## src/rtl/audio_pkg.sv

```systemverilog
// Shared audio-path definitions: sample format, volume width, fetch FSM encoding
// and the volume scaling law used by the sample fetcher.
package audio_pkg;

    localparam int SAMPLE_W = 8;
    localparam int VOL_W    = 2;
    localparam logic [SAMPLE_W-1:0] SAMPLE_MID = 8'd128;

    typedef enum logic [1:0] {
        IDLE,
        FETCH,
        WAIT,
        EMIT
    } fetch_state_t;

    // Scale around the midpoint: volume v keeps s >>> (3-v), volume 0 is silence.
    function automatic logic [SAMPLE_W-1:0] scale_sample(
        input logic [SAMPLE_W-1:0] data,
        input logic [VOL_W-1:0]    vol
    );
        logic signed [SAMPLE_W:0] centered;
        logic signed [SAMPLE_W:0] shifted;
        logic [SAMPLE_W-1:0]      scaled;
        centered = $signed({1'b0, data} - 9'd128);
        shifted  = centered >>> (2'd3 - vol);
        scaled   = shifted[SAMPLE_W-1:0] + SAMPLE_MID;
        if (vol == '0) begin
            scaled = SAMPLE_MID;
        end
        return scaled;
    endfunction

endpackage

```

## src/rtl/sample_tick_sync.sv

```systemverilog
// Brings the divided sample clock into the clk domain and turns each rising
// edge into a single-cycle tick.
module sample_tick_sync (
    input  logic clk,
    input  logic rst,
    input  logic async_in,
    output logic tick
);

    logic s1, s2, s3;

    // NOTE: non-blocking assignments so every stage samples the previous stage's old value.
    always_ff @(posedge clk) begin
        if (rst) begin
            s1 <= 1'b0;
            s2 <= 1'b0;
            s3 <= 1'b0;
        end else begin
            s1 <= async_in;
            s2 <= s1;
            s3 <= s2;
        end
    end

    assign tick = s2 & ~s3;

endmodule

```

## src/rtl/pcm_sample_fetcher.sv

```systemverilog
// Fetches one PCM sample per sample tick from the song ROM, applies volume and
// hands it to the PWM stage; also tracks playback progress and song end.
module pcm_sample_fetcher
    import audio_pkg::*;
#(
    parameter int ADDR_W   = 16,
    parameter int SONG_LEN = 48000,
    parameter int ROM_LAT  = 1
) (
    input  logic                clk,
    input  logic                rst,
    input  logic                clk_sample_rate,
    input  logic                song_pause,
    input  logic [VOL_W-1:0]    volume,
    output logic [ADDR_W-1:0]   rom_addr,
    output logic                rom_rd,
    input  logic [SAMPLE_W-1:0] rom_data,
    output logic [SAMPLE_W-1:0] sample_out,
    output logic                sample_valid,
    output logic [7:0]          progress,
    output logic                song_end
);

    localparam int FRAC_W = ADDR_W + 1;
    localparam logic [ADDR_W-1:0] LAST_ADDR  = ADDR_W'(SONG_LEN - 1);
    localparam logic [FRAC_W-1:0] SONG_LEN_F = FRAC_W'(SONG_LEN);
    localparam logic [FRAC_W-1:0] FRAC_STEP  = FRAC_W'(256);
    localparam logic [2:0]        LAT_LAST   = 3'(ROM_LAT);

    fetch_state_t      state;
    logic              tick;
    logic [2:0]        wait_cnt;
    logic [FRAC_W-1:0] frac;
    logic [FRAC_W-1:0] frac_sum;

    sample_tick_sync u_tick_sync (
        .clk      (clk),
        .rst      (rst),
        .async_in (clk_sample_rate),
        .tick     (tick)
    );

    assign frac_sum = frac + FRAC_STEP;

    always_ff @(posedge clk) begin
        if (rst) begin
            state        <= IDLE;
            wait_cnt     <= '0;
            frac         <= '0;
            rom_addr     <= '0;
            rom_rd       <= 1'b0;
            sample_out   <= SAMPLE_MID;
            sample_valid <= 1'b0;
            progress     <= '0;
            song_end     <= 1'b0;
        end else begin
            rom_rd       <= 1'b0;
            sample_valid <= 1'b0;
            song_end     <= 1'b0;
            unique case (state)
                IDLE: begin
                    if (tick && song_pause) begin
                        sample_out   <= SAMPLE_MID;
                        sample_valid <= 1'b1;
                        state        <= EMIT;
                    end else if (tick) begin
                        state <= FETCH;
                    end
                end
                FETCH: begin
                    rom_rd   <= 1'b1;
                    wait_cnt <= '0;
                    state    <= WAIT;
                end
                WAIT: begin
                    // Data for the read is on rom_data during the ROM_LAT-th cycle after rom_rd.
                    if (wait_cnt == LAT_LAST) begin
                        sample_out   <= scale_sample(rom_data, volume);
                        sample_valid <= 1'b1;
                        state        <= EMIT;
                        if (rom_addr == LAST_ADDR) begin
                            rom_addr <= '0;
                            frac     <= '0;
                            progress <= '0;
                            song_end <= 1'b1;
                        end else begin
                            rom_addr <= rom_addr + ADDR_W'(1);
                            if (frac_sum >= SONG_LEN_F) begin
                                frac <= frac_sum - SONG_LEN_F;
                                if (progress != 8'hFF) begin
                                    progress <= progress + 8'd1;
                                end
                            end else begin
                                frac <= frac_sum;
                            end
                        end
                    end else begin
                        wait_cnt <= wait_cnt + 3'd1;
                    end
                end
                EMIT: begin
                    state <= IDLE;
                end
                default: begin
                    state <= IDLE;
                end
            endcase
        end
    end

endmodule

```

## config.mk

```make
export PLATFORM = sky130hd
export DESIGN_NAME = pcm_sample_fetcher
export DESIGN_NICKNAME = d
export VERILOG_FILES = /design/src/rtl/audio_pkg.sv /design/src/rtl/sample_tick_sync.sv /design/src/rtl/pcm_sample_fetcher.sv
export SDC_FILE = /design/constraint.sdc
export NUM_CORES = 1
export LEC_CHECK = 0
export CORE_UTILIZATION = 35
export CTS_CLUSTER_DIAMETER = 200
export DETAILED_ROUTE_END_ITERATION = 7
export PLACE_DENSITY_LB_ADDON = 0.2
export SLEW_MARGIN = 10
export SYNTH_ARGS = -nofsm -noshare
export SYNTH_HDL_FRONTEND = slang
export SYNTH_SLANG_ARGS = --single-unit
```

## constraint.sdc

```tcl
create_clock -name clk -period 3.4 [get_ports clk]
set_clock_uncertainty 0.15 [all_clocks]
set_input_delay 0.68 -clock clk [delete_from_list [all_inputs] [get_ports clk]]
set_output_delay 0.68 -clock clk [all_outputs]
set_load 0.03 [all_outputs]
```

==> reports/metrics.json, run 1 <==
{
  "status": {"value": "completed"},
  "detail_route.vias_per_cell": {"value": 5.32},
  "cts.path.max_buffers": {"value": 2},
  "final_area": {"value": 0.00372, "unit": "mm²"},
  "grt_start_max_net_pins": {"value": 34},
  "max_slew_margin": {"value": 0.517},
  "critPathCaptureType": {"value": "flop"},
  "dpl-instance-area": {"value": 0.00362, "unit": "mm²"},
  "floorplan.die.height": {"value": 96.0, "unit": "µm"},
  "cts_tree": {"value": "done"},
  "final.min_clock_period": {"value": 2.90, "unit": "ns"},
  "cts.htree.levels": {"value": 2},
  "critPathMaxStageDelay": {"value": 0.54, "unit": "ns"},
  "ys_seq_area_frac": {"value": 0.343},
  "slew_violations": {"value": 0},
  "ys.warnings.count": {"value": 0},
  "die_area": {"value": 0.00921, "unit": "mm²"},
  "top_layer": {"value": "met4"},
  "path_delay_family": {"value": "simple AND/OR/NAND/NOR gates"},
  "start_util": {"value": 0.369},
  "worst_ep_arrival": {"value": 2.98, "unit": "ns"},
  "achievable-frequency": {"value": 345, "unit": "MHz"},
  "regToRegStartpoint": {"value": "frac[9]$_SDFFE_PP0P_"},
  "yosys.area.top_type": {"value": "sky130_fd_sc_hd__dfxtp_1"},
  "synth_top_cell_area_share": {"value": 0.343},
  "areaGrowthSynthToFinish": {"value": 20.6, "unit": "%"},
  "synth_top_cells_by_count": {"value": "sky130_fd_sc_hd__dfxtp_1, sky130_fd_sc_hd__nor2_1, sky130_fd_sc_hd__nand2_1"},
  "routabilityCongestion": {"value": 0.896},
  "grt_setup_unrepaired": {"value": "false"},
  "timing.final.crit_share": {"value": 0.852},
  "fp.dieW": {"value": 96.0, "unit": "µm"},
  "vias_in_the_first_global_route": {"value": 2566},
  "fp-row-count": {"value": 33},
  "syn-num-nets": {"value": 403},
  "dp_cells": {"value": 515},
  "total_buffers_and_inverters_traversed_by_the_critical_path": {"value": 0},
  "worst_supply_voltage_drop_on_vdd": {"value": 156, "unit": "µV"},
  "routedLengthMet1": {"value": 3470, "unit": "µm"},
  "timing.critical_path.required": {"value": 3.49, "unit": "ns"},
  "endpoint_with_the_worst_hold_slack": {"value": "u_tick_sync.s2$_SDFF_PP0_"},
  "drive_gt1_frac": {"value": 0.0743},
  "synthesis.area_per_instance": {"value": 8.15, "unit": "µm²"},
  "number_of_antenna_violations_at_the_first_check_in_global_routing": {"value": 0},
  "report.final.hold_viol_count": {"value": 0},
  "met2_length": {"value": 3290, "unit": "µm"},
  "yosysUniqueCellTypes": {"value": 66},
  "synth-edff-count": {"value": 0},
  "reg2reg_depth": {"value": 8},
  "post_cts_resize_count": {"value": 0},
  "drv.max_cap_violation_count": {"value": 0},
  "timing_worst_slew_pin_value": {"value": 0.719, "unit": "ns"},
  "detail_route.drc_violations": {"value": 0},
  "grt_use_total": {"value": 0.170},
  "clock_latency": {"value": 0.31, "unit": "ns"},
  "synth_cells": {"value": 379},
  "crit_path_top_delay_cell": {"value": "sky130_fd_sc_hd__or4_1"},
  "grt-ovfl-total": {"value": 0},
  "final-setup-viol-count": {"value": 0},
  "total_leakage_power": {"value": 1.34, "unit": "nW"},
  "share_of_flip_flops_with_an_asynchronous_set_or_reset": {"value": 0},
  "worst_hold_path.num_cells": {"value": 1},
  "ctsHoldBuffers": {"value": 0},
  "postSynth.topFlopCell": {"value": "sky130_fd_sc_hd__dfxtp_1"},
  "synth.most_common_cell": {"value": "sky130_fd_sc_hd__dfxtp_1"},
  "fin_nets": {"value": 441},
  "number_of_design_rule_violations_left_by_the_first_detailed_router_iteration": {"value": 128},
  "postRouteAntennaNets": {"value": 0},
  "via_count": {"value": 2775},
  "yosys_register_bits": {"value": 53},
  "min_from": {"value": "u_tick_sync.s1$_SDFF_PP0_"},
  "clk_root_buffer_cell": {"value": "sky130_fd_sc_hd__clkbuf_8"},
  "cts_sinks": {"value": 53},
  "route.detailed.wl_per_inst": {"value": 13.9, "unit": "µm"},
  "cts.repair_timing.setup_buffer_count": {"value": 0},
  "worst-setup-path-type": {"value": "flop to flop"},
  "grt_first_pass_wirelength": {"value": 12300, "unit": "µm"},
  "reg2reg_slack": {"value": 0.50, "unit": "ns"},
  "clkSlewWorstSetupHoldPaths": {"value": 0.10, "unit": "ns"},
  "core-area": {"value": 0.00838, "unit": "mm²"},
  "num_io_pins": {"value": 49},
  "worst_setup_path_start_kind": {"value": "flop"},
  "power_per_cell_area": {"value": 343, "unit": "mW/mm²"},
  "n_antenna_cell": {"value": 0},
  "netlist_area": {"value": 0.00309, "unit": "mm²"},
  "final_cells": {"value": 522},
  "detailed_place_hpwl": {"value": 5310, "unit": "µm"},
  "fin_setup_tns": {"value": 0, "unit": "ns"},
  "wl_met3": {"value": 401, "unit": "µm"},
  "rr_endpoint": {"value": "progress[5]$_SDFFE_PP0P_"},
  "dominant_cells_by_area_after_synthesis": {"value": "sky130_fd_sc_hd__dfxtp_1, sky130_fd_sc_hd__nor2_1, sky130_fd_sc_hd__a21oi_1"},
  "worstHoldPathType": {"value": "flop to flop"},
  "wl": {"value": 7270, "unit": "µm"},
  "worst-path-max-fanout": {"value": 12},
  "count_of_port_buffers_added_during_placement": {"value": 48},
  "drt_first_pass_iters": {"value": 4},
  "critical_path.cell_chain": {"value": "ha_1 > and3_4 > a31o_1 > nand4_2 > a21oi_2 > o21ai_1 > or4_1 > a21oi_1"},
  "tritoncts.num_buffers": {"value": 5}
}
==> kinds of logic after synthesis <==
kind of cell | Yosys count | synth area share
buffers and inverters | 37 | 0.0595
XOR/XNOR | 22 | 0.0697
adder cells (fa/ha/maj) | 10 | 0.0405
flip-flops | 53 | 0.343
multiplexers | 9 | 0.0300
AO/OA/AOI/OAI | 95 | 0.201
AND/OR/NAND/NOR | 153 | 0.256
==> per-stage QoR <==
step,hold slack (ns),setup slack [ns],util,power [W]
6_report,0.302,0.504,0.444,0.00128
5_1_grt,0.322,0.358,0.444,0.00135
4_1_cts,0.310,0.546,0.444,0.00130
3_5_place_dp,0.287,0.577,0.432,0.000868
3_3_place_gp,0.267,0.651,0.432,0.000865
2_1_floorplan,0.264,1.00,-,0.000808
==> state kept, by name (all words and copies together) (netlist names) <==
name / count
rom_addr: 16
u_tick_sync.s2: 1
sample_valid: 1
song_end: 1
rom_rd: 1
frac: 10
sample_out: 8
progress: 8
wait_cnt: 3
state: 2
u_tick_sync.s3: 1
u_tick_sync.s1: 1
==> cell type report <==
cell class                      instances  area, µm²
Fill cell                             853       4660
Multi-Input combinational cell        289       1850
Tap cell                              105        131
Inverter                               14       52.6
Clock inverter                          2       35.0
Clock buffer                            5       68.8
Timing Repair Buffer                   54        526
Sequential cell                        53       1060
==> layer usage <==
| layer | track usage | vias up |
|---|---|---|
| li1 | - | 1418 |
| met5 | 0 | - |
| met1 | 0.225 | 1284 |
| met4 | 0.0597 | 0 |
| met3 | 0.0340 | 7 |
| met2 | 0.276 | 66 |
==> placed cells by master, fill, tap and decap left out, drive strengths merged, types with 5 or more instances in the layout <==
cell type | synthesis | final
a211oi | 7 | 7
and3 | 7 | 7
mux2i | 7 | 7
nand4 | 6 | 6
ha | 10 | 10
nor2b | 5 | 5
nor3 | 9 | 9
clkbuf | 10 | 5
o21ai | 21 | 21
nand3 | 13 | 13
dfxtp | 53 | 53
or3 | 8 | 8
nand2 | 33 | 33
xor2 | 13 | 13
nand2b | 8 | 8
inv | 14 | 14
o211ai | 5 | 5
a21oi | 32 | 32
clkdlybuf4s50 | 0 | 48
nor2 | 45 | 45
xnor2 | 9 | 9
buf | 13 | 6
==> worst reg2reg max path: cells and delay by family, from the launching register on <==
kind | cells | cell delay [ns]
DFF | 1 | 0.50
adders and majority gates | 1 | 0.45
AOI/OAI and AO/OA | 4 | 0.73
and+or+nand+nor | 3 | 1.00
==> worst max path at each step <==
stage                                    start                        to  slack [ns]  cells after the start
after floorplan           frac[9]$_SDFFE_PP0P_      frac[7]$_SDFFE_PP0P_        1.00                     11
after CTS                 frac[9]$_SDFFE_PP0P_  progress[5]$_SDFFE_PP0P_        0.55                      8
after global placement    frac[9]$_SDFFE_PP0P_  progress[5]$_SDFFE_PP0P_        0.65                      8
after global routing      frac[9]$_SDFFE_PP0P_  progress[5]$_SDFFE_PP0P_        0.36                      8
final                     frac[9]$_SDFFE_PP0P_  progress[5]$_SDFFE_PP0P_        0.50                      8
after detailed placement  frac[9]$_SDFFE_PP0P_  progress[5]$_SDFFE_PP0P_        0.58                      8
==> power breakdown <==
part	leakage (nW)	switching [W]	total, W	internal (W)
Clock	0.0540	0.000211	0.000425	0.000215
Combinational	0.856	0.000113	0.000192	0.0000793
Sequential	0.428	0.0000187	0.000659	0.000641
Note: power is estimated with default switching activity, not from simulation.
==> run 2, diff against run 1 <==
--- a/config.mk
+++ b/config.mk
@@ -8,4 +8,5 @@
 export CORE_UTILIZATION = 35
 export CTS_CLUSTER_DIAMETER = 200
+export CTS_CLUSTER_SIZE = 20
 export DETAILED_ROUTE_END_ITERATION = 7
 export PLACE_DENSITY_LB_ADDON = 0.2
==> constraint.sdc (replaced) <==
create_clock -name clk -period 3.4 [get_ports clk]
set_clock_uncertainty 0.15 [all_clocks]
set_input_delay 0.34 -clock clk [delete_from_list [all_inputs] [get_ports clk]]
set_output_delay 0.34 -clock clk [all_outputs]
set_load 0.03 [all_outputs]
==> reports/metrics.json, run 2 (synthesis results as in run 1) <==
{
  "via_count": {"value": 2806, "change": "+1.1%"},
  "critical_path.cell_chain": {"value": "ha_1 > and3_4 > a31o_1 > nand4_2 > a21oi_2 > o21ai_1 > or4_1 > a21oi_1"},
  "detail_route.drc_violations": {"value": 0, "change": "unchanged"},
  "fin_nets": {"value": 441, "change": "unchanged"},
  "report.final.hold_viol_count": {"value": 0, "change": "unchanged"},
  "areaGrowthSynthToFinish": {"value": 20.6, "unit": "%", "change": "about the same"},
  "cts_sinks": {"value": 53, "change": "unchanged"},
  "number_of_antenna_violations_at_the_first_check_in_global_routing": {"value": 0, "change": "unchanged"},
  "grt_start_max_net_pins": {"value": 34, "change": "unchanged"},
  "fp-row-count": {"value": 33, "change": "unchanged"},
  "core-area": {"value": 0.00838, "unit": "mm²", "change": "unchanged"},
  "worst_setup_path_start_kind": {"value": "flop"},
  "cts.repair_timing.setup_buffer_count": {"value": 0, "change": "unchanged"},
  "grt_first_pass_wirelength": {"value": 12300, "unit": "µm", "change": "+0.45%"},
  "timing_worst_slew_pin_value": {"value": 0.726, "unit": "ns", "change": "+0.00642 ns"},
  "fin_setup_tns": {"value": 0, "unit": "ns", "change": "unchanged"},
  "regToRegStartpoint": {"value": "frac[8]$_SDFFE_PP0P_"},
  "reg2reg_depth": {"value": 8, "change": "unchanged"},
  "timing.critical_path.required": {"value": 3.49, "unit": "ns", "change": "about the same"},
  "grt_setup_unrepaired": {"value": "false"},
  "biggestRegsByFlops": {"value": "rom_addr (16), frac (10)"},
  "vias_in_the_first_global_route": {"value": 2614, "change": "+1.9%"},
  "worst_supply_voltage_drop_on_vdd": {"value": 142, "unit": "µV", "change": "-8.6%"},
  "detail_route.vias_per_cell": {"value": 5.37, "change": "+0.92%"},
  "power_per_cell_area": {"value": 337, "unit": "mW/mm²", "change": "-1.7%"},
  "floorplan.die.height": {"value": 96.0, "unit": "µm", "change": "unchanged"},
  "total_leakage_power": {"value": 1.34, "unit": "nW", "change": "about the same"},
  "routabilityCongestion": {"value": 0.909, "change": "+1.5%"},
  "drv.max_cap_violation_count": {"value": 0, "change": "unchanged"},
  "final_cells": {"value": 523, "change": "+0.19%"},
  "dp_slack": {"value": 0.543, "unit": "ns", "change": "-0.0347 ns"},
  "crit_path_top_delay_cell": {"value": "sky130_fd_sc_hd__or4_1"},
  "worst-setup-path-type": {"value": "flop to flop"},
  "die_area": {"value": 0.00921, "unit": "mm²", "change": "unchanged"},
  "layout_commonest_cell": {"value": "sky130_fd_sc_hd__dfxtp_1"},
  "min_from": {"value": "u_tick_sync.s1$_SDFF_PP0_"},
  "fp.dieW": {"value": 96.0, "unit": "µm", "change": "unchanged"},
  "rr_endpoint": {"value": "progress[5]$_SDFFE_PP0P_"},
  "timing.final.crit_share": {"value": 0.847, "change": "-0.00462"},
  "worst-path-max-fanout": {"value": 12, "change": "unchanged"},
  "slew_violations": {"value": 0, "change": "unchanged"},
  "wl": {"value": 7230, "unit": "µm", "change": "-0.52%"},
  "worst_ep_arrival": {"value": 2.97, "unit": "ns", "change": "about the same"},
  "grt-ovfl-total": {"value": 0, "change": "unchanged"},
  "achievable-frequency": {"value": 347, "unit": "MHz", "change": "+0.55%"},
  "tritoncts.num_buffers": {"value": 5, "change": "unchanged"},
  "n_antenna_cell": {"value": 0, "change": "unchanged"},
  "worst_hold_path.num_cells": {"value": 1, "change": "unchanged"},
  "filler_cell_count": {"value": 837, "change": "-1.9%"},
  "cts.htree.levels": {"value": 2, "change": "unchanged"},
  "postLayoutSetupSlackWorst": {"value": 0.520, "unit": "ns", "change": "+0.0157 ns"},
  "drive_gt1_frac": {"value": 0.0766, "change": "+0.00221"},
  "clkSlewWorstSetupHoldPaths": {"value": 0.10, "unit": "ns", "change": "about the same"},
  "start_util": {"value": 0.369, "change": "unchanged"},
  "number_of_design_rule_violations_left_by_the_first_detailed_router_iteration": {"value": 93, "change": "-27%"},
  "top_register": {"value": "rom_addr"},
  "status": {"value": "completed"},
  "num_io_pins": {"value": 49, "change": "unchanged"},
  "detailed_place_hpwl": {"value": 5240, "unit": "µm", "change": "-1.2%"},
  "count_of_port_buffers_added_during_placement": {"value": 48, "change": "unchanged"},
  "route.detailed.wl_per_inst": {"value": 13.8, "unit": "µm", "change": "-0.71%"},
  "dp_cells": {"value": 515, "change": "unchanged"},
  "reg2reg_slack": {"value": 0.52, "unit": "ns", "change": "+0.02 ns"},
  "final-setup-viol-count": {"value": 0, "change": "unchanged"},
  "post_cts_resize_count": {"value": 0, "change": "unchanged"},
  "worstHoldPathType": {"value": "flop to flop"},
  "cts.path.max_buffers": {"value": 2, "change": "unchanged"},
  "layout.cells.most_common_list": {"value": "sky130_fd_sc_hd__dfxtp_1, sky130_fd_sc_hd__clkdlybuf4s50_1, sky130_fd_sc_hd__nor2_1, sky130_fd_sc_hd__nand2_1, sky130_fd_sc_hd__a21oi_1"},
  "endpoint_with_the_worst_hold_slack": {"value": "u_tick_sync.s2$_SDFF_PP0_"},
  "final.min_clock_period": {"value": 2.88, "unit": "ns", "change": "-0.0157 ns"},
  "max_slew_margin": {"value": 0.515, "change": "-0.00233"},
  "clk_root_buffer_cell": {"value": "sky130_fd_sc_hd__clkbuf_8"},
  "clock_latency": {"value": 0.31, "unit": "ns", "change": "about the same"},
  "ctsHoldBuffers": {"value": 0, "change": "unchanged"},
  "critPathMaxStageDelay": {"value": 0.54, "unit": "ns", "change": "about the same"},
  "postRouteAntennaNets": {"value": 0, "change": "unchanged"},
  "drt_first_pass_iters": {"value": 4, "change": "unchanged"},
  "cts_tree": {"value": "done"},
  "critPathCaptureType": {"value": "flop"},
  "flip_flop_count_of_the_largest_register_after_layout": {"value": 16, "change": "unchanged"},
  "grt_use_total": {"value": 0.170, "change": "-0.000447"}
}
[run 2: worst max path at each step]
stage,from,to,slack [ns],cells after the start
2_1_floorplan,frac[9]$_SDFFE_PP0P_,frac[7]$_SDFFE_PP0P_,1.00,11
3_3_place_gp,frac[9]$_SDFFE_PP0P_,progress[5]$_SDFFE_PP0P_,0.64,8
3_5_place_dp,frac[8]$_SDFFE_PP0P_,progress[5]$_SDFFE_PP0P_,0.54,8
4_1_cts,frac[8]$_SDFFE_PP0P_,progress[5]$_SDFFE_PP0P_,0.52,8
5_1_grt,frac[9]$_SDFFE_PP0P_,progress[5]$_SDFFE_PP0P_,0.29,8
6_report,frac[8]$_SDFFE_PP0P_,progress[5]$_SDFFE_PP0P_,0.52,8
[run 2: cell type report]
class / count / area (µm²) / area share
flip-flops and latches: 53 / 1060 / 0.285
clock inverters: 1 / 8.76 / 0.00235
well taps: 105 / 131 / 0.0353
repair buffers: 54 / 526 / 0.141
inverters: 14 / 52.6 / 0.0141
multi-input cells: 289 / 1850 / 0.497
clock buffers: 7 / 96.3 / 0.0259
[run 2: power breakdown]
group          switching (W)  internal, W
Combinational       0.000113    0.0000794
Sequential         0.0000190     0.000641
Clock               0.000215     0.000189
Total               0.000347     0.000909
[run 2: routing by layer]
layer	global-route usage	share of wire
met3	0.0379	0.044
met2	0.269	0.44
met4	0.0684	0.021
met1	0.223	0.49
met5	0	0
[run 2: per-stage QoR]
stage	area (µm²)	util	power, W	hold WS (ns)
finish	3730	0.445	0.00126	0.295
global route	3730	0.445	0.00133	0.311
CTS	3730	0.445	0.00128	0.302
floorplan	3090	-	0.000808	0.264
global placement	3620	0.432	0.000864	0.267
detailed placement	3620	0.432	0.000866	0.276
[run 2: worst max-delay path: cells and delay by family (launching register included)]
| kind | cells | cell delay [ns] |
|---|---|---|
| and+or+nand+nor | 3 | 1.00 |
| AOI/OAI and AO/OA | 4 | 0.74 |
| DFF | 1 | 0.49 |
| adders and majority gates | 1 | 0.43 |
